==> src/rtl/cp0_reg_file_if.sv <==
// CP0 register file bus: MTC0/MFC0 access, exception/ERET commit,
// interrupt lines and the architectural register views.
interface cp0_reg_file_if;
    logic        cp0_write_en;
    logic [7:0]  cp0_write_addr;
    logic [31:0] cp0_write_data;
    logic [7:0]  cp0_read_addr;
    logic [31:0] cp0_read_data_o;
    logic        exc_valid;
    logic [4:0]  exc_code;
    logic [31:0] exc_pc;
    logic        exc_bd;
    logic [31:0] exc_badvaddr;
    logic        eret_valid;
    logic [5:0]  int_i;
    logic [31:0] status_o;
    logic [31:0] cause_o;
    logic [31:0] epc_o;
    logic        int_req_o;

    // Pipeline side: drives commits and read addresses.
    modport master (
        output cp0_write_en, cp0_write_addr, cp0_write_data, cp0_read_addr,
        output exc_valid, exc_code, exc_pc, exc_bd, exc_badvaddr,
        output eret_valid, int_i,
        input  cp0_read_data_o, status_o, cause_o, epc_o, int_req_o
    );

    // Register file side.
    modport slave (
        input  cp0_write_en, cp0_write_addr, cp0_write_data, cp0_read_addr,
        input  exc_valid, exc_code, exc_pc, exc_bd, exc_badvaddr,
        input  eret_valid, int_i,
        output cp0_read_data_o, status_o, cause_o, epc_o, int_req_o
    );
endinterface

==> src/rtl/cp0_reg_file.sv <==
// CP0 register file: BadVAddr, Count/Compare timer, Status, Cause, EPC,
// Config0; MTC0 writes, exception/ERET updates and interrupt request.
module cp0_reg_file (
    input logic           clk,
    input logic           rst,
    cp0_reg_file_if.slave bus
);
    localparam logic [7:0] ADDR_BADVADDR = 8'h40;
    localparam logic [7:0] ADDR_COUNT    = 8'h48;
    localparam logic [7:0] ADDR_COMPARE  = 8'h58;
    localparam logic [7:0] ADDR_STATUS   = 8'h60;
    localparam logic [7:0] ADDR_CAUSE    = 8'h68;
    localparam logic [7:0] ADDR_EPC      = 8'h70;
    localparam logic [7:0] ADDR_CONFIG0  = 8'h80;
    localparam logic [31:0] CONFIG0_VAL  = 32'h8000_0000;

    // Status fields (BEV is a hardwired 1 in the composed view)
    logic [7:0]  status_im;
    logic        status_exl;
    logic        status_ie;

    // Cause fields
    logic        cause_bd;
    logic        cause_ti;
    logic [5:0]  cause_ip_hw;
    logic [1:0]  cause_ip_sw;
    logic [4:0]  cause_exc;

    logic [31:0] epc;
    logic [31:0] count;
    logic [31:0] compare;
    logic [31:0] badvaddr;
    logic        tick;

    logic [31:0] status_val;
    logic [31:0] cause_val;

    logic wr_count;
    logic wr_compare;
    logic wr_status;
    logic wr_cause;
    logic wr_epc;

    // MTC0 target decode
    always_comb begin
        wr_count   = bus.cp0_write_en && (bus.cp0_write_addr == ADDR_COUNT);
        wr_compare = bus.cp0_write_en && (bus.cp0_write_addr == ADDR_COMPARE);
        wr_status  = bus.cp0_write_en && (bus.cp0_write_addr == ADDR_STATUS);
        wr_cause   = bus.cp0_write_en && (bus.cp0_write_addr == ADDR_CAUSE);
        wr_epc     = bus.cp0_write_en && (bus.cp0_write_addr == ADDR_EPC);
    end

    // Status: MTC0 loads IM/EXL/IE, then exception/ERET override EXL
    always_ff @(posedge clk) begin
        if (rst) begin
            status_im  <= '0;
            status_exl <= 1'b0;
            status_ie  <= 1'b0;
        end else begin
            if (wr_status) begin
                status_im  <= bus.cp0_write_data[15:8];
                status_exl <= bus.cp0_write_data[1];
                status_ie  <= bus.cp0_write_data[0];
            end
            if (bus.exc_valid) begin
                status_exl <= 1'b1;
            end else if (bus.eret_valid) begin
                status_exl <= 1'b0;
            end
        end
    end

    // Cause: hardware IP sampled every cycle, timer interrupt, exception info
    always_ff @(posedge clk) begin
        if (rst) begin
            cause_bd    <= 1'b0;
            cause_ti    <= 1'b0;
            cause_ip_hw <= '0;
            cause_ip_sw <= '0;
            cause_exc   <= '0;
        end else begin
            cause_ip_hw <= {bus.int_i[5] | cause_ti, bus.int_i[4:0]};
            if (wr_cause) begin
                cause_ip_sw <= bus.cp0_write_data[9:8];
            end
            if (wr_compare) begin
                cause_ti <= 1'b0;
            end else if (count == compare) begin
                cause_ti <= 1'b1;
            end
            if (bus.exc_valid) begin
                cause_exc <= bus.exc_code;
                if (!status_exl) begin
                    cause_bd <= bus.exc_bd;
                end
            end
        end
    end

    // EPC: an exception commit owns EPC that cycle, even when nested
    always_ff @(posedge clk) begin
        if (rst) begin
            epc <= '0;
        end else if (bus.exc_valid) begin
            if (!status_exl) begin
                epc <= bus.exc_bd ? (bus.exc_pc - 32'd4) : bus.exc_pc;
            end
        end else if (wr_epc) begin
            epc <= bus.cp0_write_data;
        end
    end

    // Count runs at half clock rate; MTC0 beats the increment, tick free-runs
    always_ff @(posedge clk) begin
        if (rst) begin
            tick  <= 1'b0;
            count <= '0;
        end else begin
            tick <= ~tick;
            if (wr_count) begin
                count <= bus.cp0_write_data;
            end else if (tick) begin
                count <= count + 32'd1;
            end
        end
    end

    // Compare register
    always_ff @(posedge clk) begin
        if (rst) begin
            compare <= '0;
        end else if (wr_compare) begin
            compare <= bus.cp0_write_data;
        end
    end

    // BadVAddr captures the faulting address on address-error exceptions
    always_ff @(posedge clk) begin
        if (rst) begin
            badvaddr <= '0;
        end else if (bus.exc_valid && ((bus.exc_code == 5'h04) || (bus.exc_code == 5'h05))) begin
            badvaddr <= bus.exc_badvaddr;
        end
    end

    // Compose architectural views and the interrupt request
    always_comb begin
        status_val = {9'b0, 1'b1, 6'b0, status_im, 6'b0, status_exl, status_ie};
        cause_val  = {cause_bd, cause_ti, 14'b0, cause_ip_hw, cause_ip_sw,
                      1'b0, cause_exc, 2'b0};
        bus.status_o  = status_val;
        bus.cause_o   = cause_val;
        bus.epc_o     = epc;
        bus.int_req_o = ~rst & status_ie & ~status_exl
                        & (|(cause_val[15:8] & status_val[15:8]));
    end

    // MFC0 read mux, zero latency, shows pre-write state
    always_comb begin
        bus.cp0_read_data_o = '0;
        case (bus.cp0_read_addr)
            ADDR_BADVADDR: bus.cp0_read_data_o = badvaddr;
            ADDR_COUNT:    bus.cp0_read_data_o = count;
            ADDR_COMPARE:  bus.cp0_read_data_o = compare;
            ADDR_STATUS:   bus.cp0_read_data_o = status_val;
            ADDR_CAUSE:    bus.cp0_read_data_o = cause_val;
            ADDR_EPC:      bus.cp0_read_data_o = epc;
            ADDR_CONFIG0:  bus.cp0_read_data_o = CONFIG0_VAL;
            default:       bus.cp0_read_data_o = '0;
        endcase
    end
endmodule
==> src/flat_wrapper.sv <==
// flat-port wrapper written by rule: the top's interface ports become plain ports
module cp0_reg_file_flat 
  (clk, rst, bus_cp0_write_en, bus_cp0_write_addr, bus_cp0_write_data, bus_cp0_read_addr, bus_exc_valid, bus_exc_code, bus_exc_pc, bus_exc_bd, bus_exc_badvaddr, bus_eret_valid, bus_int_i, bus_cp0_read_data_o, bus_status_o, bus_cause_o, bus_epc_o, bus_int_req_o);
  cp0_reg_file_if bus_i ();
  input logic clk;
  input logic rst;
  input wire logic [$bits(bus_i.cp0_write_en)-1:0] bus_cp0_write_en;
  input wire logic [$bits(bus_i.cp0_write_addr)-1:0] bus_cp0_write_addr;
  input wire logic [$bits(bus_i.cp0_write_data)-1:0] bus_cp0_write_data;
  input wire logic [$bits(bus_i.cp0_read_addr)-1:0] bus_cp0_read_addr;
  input wire logic [$bits(bus_i.exc_valid)-1:0] bus_exc_valid;
  input wire logic [$bits(bus_i.exc_code)-1:0] bus_exc_code;
  input wire logic [$bits(bus_i.exc_pc)-1:0] bus_exc_pc;
  input wire logic [$bits(bus_i.exc_bd)-1:0] bus_exc_bd;
  input wire logic [$bits(bus_i.exc_badvaddr)-1:0] bus_exc_badvaddr;
  input wire logic [$bits(bus_i.eret_valid)-1:0] bus_eret_valid;
  input wire logic [$bits(bus_i.int_i)-1:0] bus_int_i;
  output wire logic [$bits(bus_i.cp0_read_data_o)-1:0] bus_cp0_read_data_o;
  output wire logic [$bits(bus_i.status_o)-1:0] bus_status_o;
  output wire logic [$bits(bus_i.cause_o)-1:0] bus_cause_o;
  output wire logic [$bits(bus_i.epc_o)-1:0] bus_epc_o;
  output wire logic [$bits(bus_i.int_req_o)-1:0] bus_int_req_o;
  assign bus_i.cp0_write_en = bus_cp0_write_en;
  assign bus_i.cp0_write_addr = bus_cp0_write_addr;
  assign bus_i.cp0_write_data = bus_cp0_write_data;
  assign bus_i.cp0_read_addr = bus_cp0_read_addr;
  assign bus_i.exc_valid = bus_exc_valid;
  assign bus_i.exc_code = bus_exc_code;
  assign bus_i.exc_pc = bus_exc_pc;
  assign bus_i.exc_bd = bus_exc_bd;
  assign bus_i.exc_badvaddr = bus_exc_badvaddr;
  assign bus_i.eret_valid = bus_eret_valid;
  assign bus_i.int_i = bus_int_i;
  assign bus_cp0_read_data_o = bus_i.cp0_read_data_o;
  assign bus_status_o = bus_i.status_o;
  assign bus_cause_o = bus_i.cause_o;
  assign bus_epc_o = bus_i.epc_o;
  assign bus_int_req_o = bus_i.int_req_o;
  cp0_reg_file u_core (.clk(clk), .rst(rst), .bus(bus_i));
endmodule
==> config.mk <==
export PLATFORM = sky130hd
export DESIGN_NAME = cp0_reg_file_flat
export DESIGN_NICKNAME = d
export VERILOG_FILES = /design/src/rtl/cp0_reg_file_if.sv /design/src/rtl/cp0_reg_file.sv /design/src/flat_wrapper.sv
export SDC_FILE = /design/constraint.sdc
export NUM_CORES = 1
export LEC_CHECK = 0
export CAP_MARGIN = 20
export CORE_MARGIN = 1
export CORE_UTILIZATION = 25
export DETAILED_ROUTE_END_ITERATION = 10
export PLACE_DENSITY = 0.46
export REMOVE_ABC_BUFFERS = 1
export SLEW_MARGIN = 40
export SYNTH_ARGS = -nofsm -noshare
export SYNTH_HDL_FRONTEND = slang
export SYNTH_SLANG_ARGS = --single-unit
==> constraint.sdc <==
create_clock -name clk -period 2.9 [get_ports clk]
set_input_delay 0.435 -clock clk [delete_from_list [all_inputs] [get_ports clk]]
set_output_delay 0.435 -clock clk [all_outputs]
set_load 0.005 [all_outputs]
Word-level counts from Yosys, hierarchy flattened --
Cells that the tools add are included.
Cells by class: add/sub/neg operators 2, equal/unequal tests 16, multiplexer cells 10, bitwise gates (word level) 8, reduce and logical (&&, ||, !) cells 14
Operator list (number):
- 32-bit case mux with 7 select lines | 1
- 32-bit 2-to-1 mux | 6
- 8-bit by 7-bit equality test with 1-bit output (second input constant) | 11
- 32-bit by 1-bit adder with 32-bit output (second input constant) | 1
- 32-bit equality test | 1
- 32-bit by 3-bit subtractor with 32-bit output (second input constant) | 1
- 5-bit by 3-bit equality test with 1-bit output (second input constant) | 2
- 8-bit bitwise AND | 1
- 8-bit equality test (second input constant) | 1
- 8-bit OR reduction | 1
- 1-bit logical AND | 6
- 2-bit AND reduction | 2
- 2-bit nonzero test | 2
- 1-bit bitwise AND | 3
- 1-bit 2-to-1 mux | 3
- 1-bit inverter | 3
- 3-bit nonzero test | 1
- 2-bit != test (second input constant) | 1
- 2-bit OR reduction | 1
- 1-bit logical OR | 1
- 1-bit OR | 1
Storage, ports and cells: flip-flop bits (word level) 154, input port bits 129, word-level logic and storage cells 63

Logic depth before layout (Yosys ltp) --
depth in word-level cells 5, mapped depth 8, depth with buffers taken out 7

Worst setup path after synthesis --
Ideal clock, no wire load.
path kind input to output, start input port bus_cp0_read_addr[7], end output port bus_cp0_read_data_o[10], arrival time 1.850 ns, required time 2.465 ns, path slack 0.615 ns, cell stages on the path 6, buffers on the path 1, cell sequence nand2b_1 > nor3b_1 > clkbuf_1 > a222oi_1 > a21oi_1 > a22o_1
On the way: longest elaborated chain between the ends 2, elaborated cells between the ends (all ways) 8, classes of those cells eq/ne (7); mux (1)
Ends and longest elaborated chain:
- from (decl) | line flat_wrapper.sv:10 | input wire logic [$bits(bus_i.cp0_read_addr)-1:0] bus_cp0_read_addr;
- 8-bit equality test or 8-bit by 7-bit equality test with 1-bit output (tied branches) | line cp0_reg_file.sv:161 | case (bus.cp0_read_addr)
- 32-bit case mux with 7 select lines (*) | line cp0_reg_file.sv:161
- to (decl) | line flat_wrapper.sv:18 | output wire logic [$bits(bus_i.cp0_read_data_o)-1:0] bus_cp0_read_data_o;
Mark *: on every way between the ends. The rest lies on a longest branch, timed or not.

Worst setup path after layout --
start input port bus_cp0_read_addr[1], end output port bus_cp0_read_data_o[18]
The elaborated chain is that of the path after synthesis.

==> reports/results.txt <==
The flow ran to the end, and the final reports show no timing, DRC or antenna violations. Across the VDD grid, the largest voltage drop is 0.000423 V. The first global-routing pass estimated 54.4 mm of wire. TritonCTS built the clock tree.

Multiplexer share of the synthesized area: 0.0455. The cell that appears most often on the critical path is sky130_fd_sc_hd__clkdlybuf4s50_1. The leading area contributor after synthesis was sky130_fd_sc_hd__dfxtp_1. The max-slew violation total from the final report is 0, and the static leakage power is 4.39 nW.

The worst setup path is captured at an output pin. The sequential element share of the synthesized area was 0.357; the via count of the first global-routing pass was 8512. The finished layout holds 1763 standard cells, fillers aside.

The core occupancy in the finished layout was 0.363. The overall track demand over capacity in global routing is 0.206, and the number of stages on the worst hold path is 2. Dividing the detail-routed via count by the number of cells gives 4.98. The area share of the largest cell type after synthesis works out to 0.357. The run gives 1723 as the cell total after placement.

After synthesis, the largest family of logic cells by area is simple AND/OR/NAND/NOR gates. The logs give 0 for the number of endpoints with negative hold slack in the final report and 3.93 mW for the internal power consumption. The tool flagged a number of max-cap violations equal to 0. For the final database, setup skew stands at 0.0146 ns. The run gives 2.33 ns as the critical path arrival. The proportion of register bits with asynchronous set or reset after synthesis is 0, and the final number of setup-violating endpoints is 0. In this run the number of H-tree levels came out at 4. The clock root buffer was sky130_fd_sc_hd__clkbuf_16. The clock reaches the later pin of the worst-skew pair after 0.43 ns. The path class of the tightest hold or removal check is reg -> reg. The worst setup path is launched from an input pin.

The adder and majority gate portion of the synthesized area was 0.00290; the number of port buffers was 218. After synthesis, the cell types taking the most area are sky130_fd_sc_hd__dfxtp_1 (36%), sky130_fd_sc_hd__nand2_1 (8.0%), sky130_fd_sc_hd__xnor2_1 (6.9%), sky130_fd_sc_hd__a21oi_1 (6.1%), sky130_fd_sc_hd__mux2i_1 (4.3%). For this block, the initial DRC count from the detailed router was 717. For the worst flop-to-flop path, the logic depth is 5. The congestion estimate from routability-driven global placement came to 0.806. Power spread over the standard cell area amounts to 436 nW/um2.

The area added between synthesis and finish was 42.1%; the worst slew margin relative to its limit was 0.457. The synthesized design contains 0 enable-type register cells. The XOR/XNOR share of the synthesized area works out to 0.0822.

The number of hold buffers added after CTS was 0. The first detailed-routing pass took 6 iterations. In this run the count of I/O pins placed on the die edge is 258. The number of inserted diodes is 0, and the clock transition at the registers of the reported paths is 0.07 ns. Overall via count from detail_route: 8772. At the worst endpoint, the required time is 2.47 ns. Walking the worst path, the cells encountered are clkdlybuf4s50_1 -> nor3_2 -> buf_4 -> and4_4 -> buf_8 -> nand2_1 -> o21ai_1 -> clkdlybuf4s50_1. The most used flip-flop cell after synthesis was sky130_fd_sc_hd__dfxtp_1. Dividing the detail-routed wire length by the instance count gives 20.7 um. Setup repair after global routing left no endpoint under its margin. Row generation in the floorplan step produced 67 rows. The die is 188 um wide.

Buffers inserted during clock tree synthesis total 17. The synthesized design contains 154 register bits. Entering global routing, the biggest net connects 68 pins.

The logs give 0 for the number of remaining DRC errors and 0 for the residual antenna-violating net count after detailed routing. Averaged over all synthesized cells, the footprint is 7.99 um2. The power share of the combinational group came out at 0.136. The number of antenna violations at the first check in global routing is 0, and the post-synthesis share of cell area spent on and, or, nand and nor gates is 0.219.

The placed wire-length estimate after detailed placement came out at 26.9 mm. In this run the cell area of the synthesized design comes to 8640 um2. The slew at the pin closest to its max-slew limit is 0.815 ns, and the full die area is 35300 um2. The slowest cell on the critical path was sky130_fd_sc_hd__clkdlybuf4s50_1. The number of distinct library cells after synthesis came out at 60. For the maximum number of buffers from clock root to sink, the log shows 2.

The share of the clock period used by the worst path works out to 0.954. The clock power share was 0.447; the synthesized netlist cell count was 1081. The share of the synthesized area in compound gates (AO/OA/AOI/OAI) is 0.212, and the maximum clock rate is 361 MHz. The clock drives 154 sinks. The logs give 33800 um2 for the core box area and 0 for the remaining global-route overflow.

The final layout contains routed wiring with a total length of 36.6 mm. Counting I/O delays and the setup requirement, the final critical path takes 2.77 ns. The analysis attributes to net switching a power of 1.42 mW. The worst setup path is of the in -> out kind. The number of nets in the layout was 1434; the switching portion of total power was 0.266.

The fraction of layout instances using a drive strength above 1 was 0.110. In this run the worst path has a maximum fanout of 8. The tools report the count of synthesis-stage warnings from yosys as 0. The starting utilization of the core area was 0.256; the worst stage delay on the critical path was 0.53 ns.

The relative contribution of sequential cells to total power is 0.417. The die is 188 um tall.
==> placed cells by master (no fill, tap or decap), drive strengths merged, types with 3 or more instances in the layout <==
cell type,instances
clkdlybuf4s50,185
nand4,21
a22o,13
and4,6
buf,79
a211oi,26
dlymetal6s2s,6
a22oi,10
dlygate4sd2,24
xnor2,68
nor2b,7
bufinv,3
a221oi,18
clkbuf,18
nor3,29
o211ai,4
conb,39
o221ai,4
nand3,14
and3,8
a222oi,25
nand2b,4
a311oi,9
o21ai,34
nand4b,4
nor3b,3
a21o,5
nand2,184
dfxtp,154
nor4,14
clkinvlp,4
xor2,13
a2bb2oi,6
or3,14
mux2i,37
nor2,70
inv,16
and2,3
a21oi,105
or4,4
==> per-layer routing <==
layer | up-vias | GRT usage | wire length (um)
met5 | - | 0 | 0
met4 | 0 | 0.0457 | 554
met3 | 26 | 0.0320 | 1840
met2 | 290 | 0.336 | 17000
met1 | 4193 | 0.283 | 17100
li1 | 4263 | - | -
==> kinds of logic after synthesis <==
group	count (synthesis)
AOI/OAI and AO/OA	270
xor gates and xnor gates	81
adders and majority gates	2
buffers and inverters	140
DFF	154
muxes	39
other	2
and+or+nand+nor	393
==> timing repair <==
action,4_1_cts,5_1_grt
setup buffers,4,5
hold endpoints to repair,0,0
gates cloned,1,0
gates resized for setup,55,11
endpoints found under the setup margin,32,17
pin swaps,13,13
==> through the flow <==
step	power (mW)	hold WS [ns]	area, um2	setup TNS, ns	worst slack (ns)
after global routing	5.55	0.477	12300	0	0.0519
after detailed placement	3.00	0.449	11500	-7.63	-0.308
after CTS	5.40	0.459	12200	-0.184	-0.0963
after global placement	3.00	0.443	11500	-7.41	-0.316
after floorplan	2.46	0.430	8120	-25.92	-0.818
final	5.35	0.458	12300	0	0.132
==> power by group through the flow <==
| stage | Clock, mW | Sequential [mW] | Combinational (mW) |
|---|---|---|---|
| 6_report | 2.39 | 2.23 | 0.729 |
| 5_1_grt | 2.53 | 2.24 | 0.783 |
| 4_1_cts | 2.44 | 2.23 | 0.732 |
| 3_5_place_dp | 0 | 2.28 | 0.723 |
| 3_3_place_gp | 0 | 2.28 | 0.719 |
| 2_1_floorplan | 0 | 2.27 | 0.196 |
==> sequential cells by signal (all words and copies together), names as in the netlist, 2 cells and up <==
| register | cells |
|---|---|
| u_core.badvaddr | 32 |
| u_core.bus.epc_o | 32 |
| u_core.compare | 32 |
| u_core.count | 32 |
| u_core.status_im | 8 |
| u_core.cause_ip_hw | 6 |
| u_core.cause_exc | 5 |
| u_core.cause_ip_sw | 2 |
==> area by class of cell <==
type | instances | area (um2)
repair buffers | 295 | 2910
clock buffers | 17 | 425
fillers | 3514 | 21500
clock inverters | 14 | 189
well taps | 448 | 561
inverters | 11 | 41.3
multi-input cells | 824 | 5060
flip-flops and latches | 154 | 3080
==> synthesized netlist by cell type (all sizes together), types with 14 or more instances <==
library cell,n
a211oi,26
buf,50
mux2i,37
nor2,70
nand4,21
o21ai,34
nor4,14
clkbuf,79
a221oi,18
nor3,29
a21oi,105
dfxtp,154
or3,14
nand2,184
nand3,14
a222oi,25
xnor2,68
==> path summary, 6_finish.rpt <==
check,start,to,slack [ns]
max,bus_cp0_read_addr[1],bus_cp0_read_data_o[18],0.13
max reg2reg,u_core.count[3],u_core.count[28],0.61
min,u_core.badvaddr[6],u_core.badvaddr[6],0.46
min reg2reg,u_core.badvaddr[6],u_core.badvaddr[6],0.46
==> worst max-delay path, delay by kind of cell <==
family	cells	cell delay [ns]
AND/OR/NAND/NOR	3	0.52
buffers and inverters	4	1.28
AO/OA/AOI/OAI	1	0.11
(Power assumes the default switching activity.)
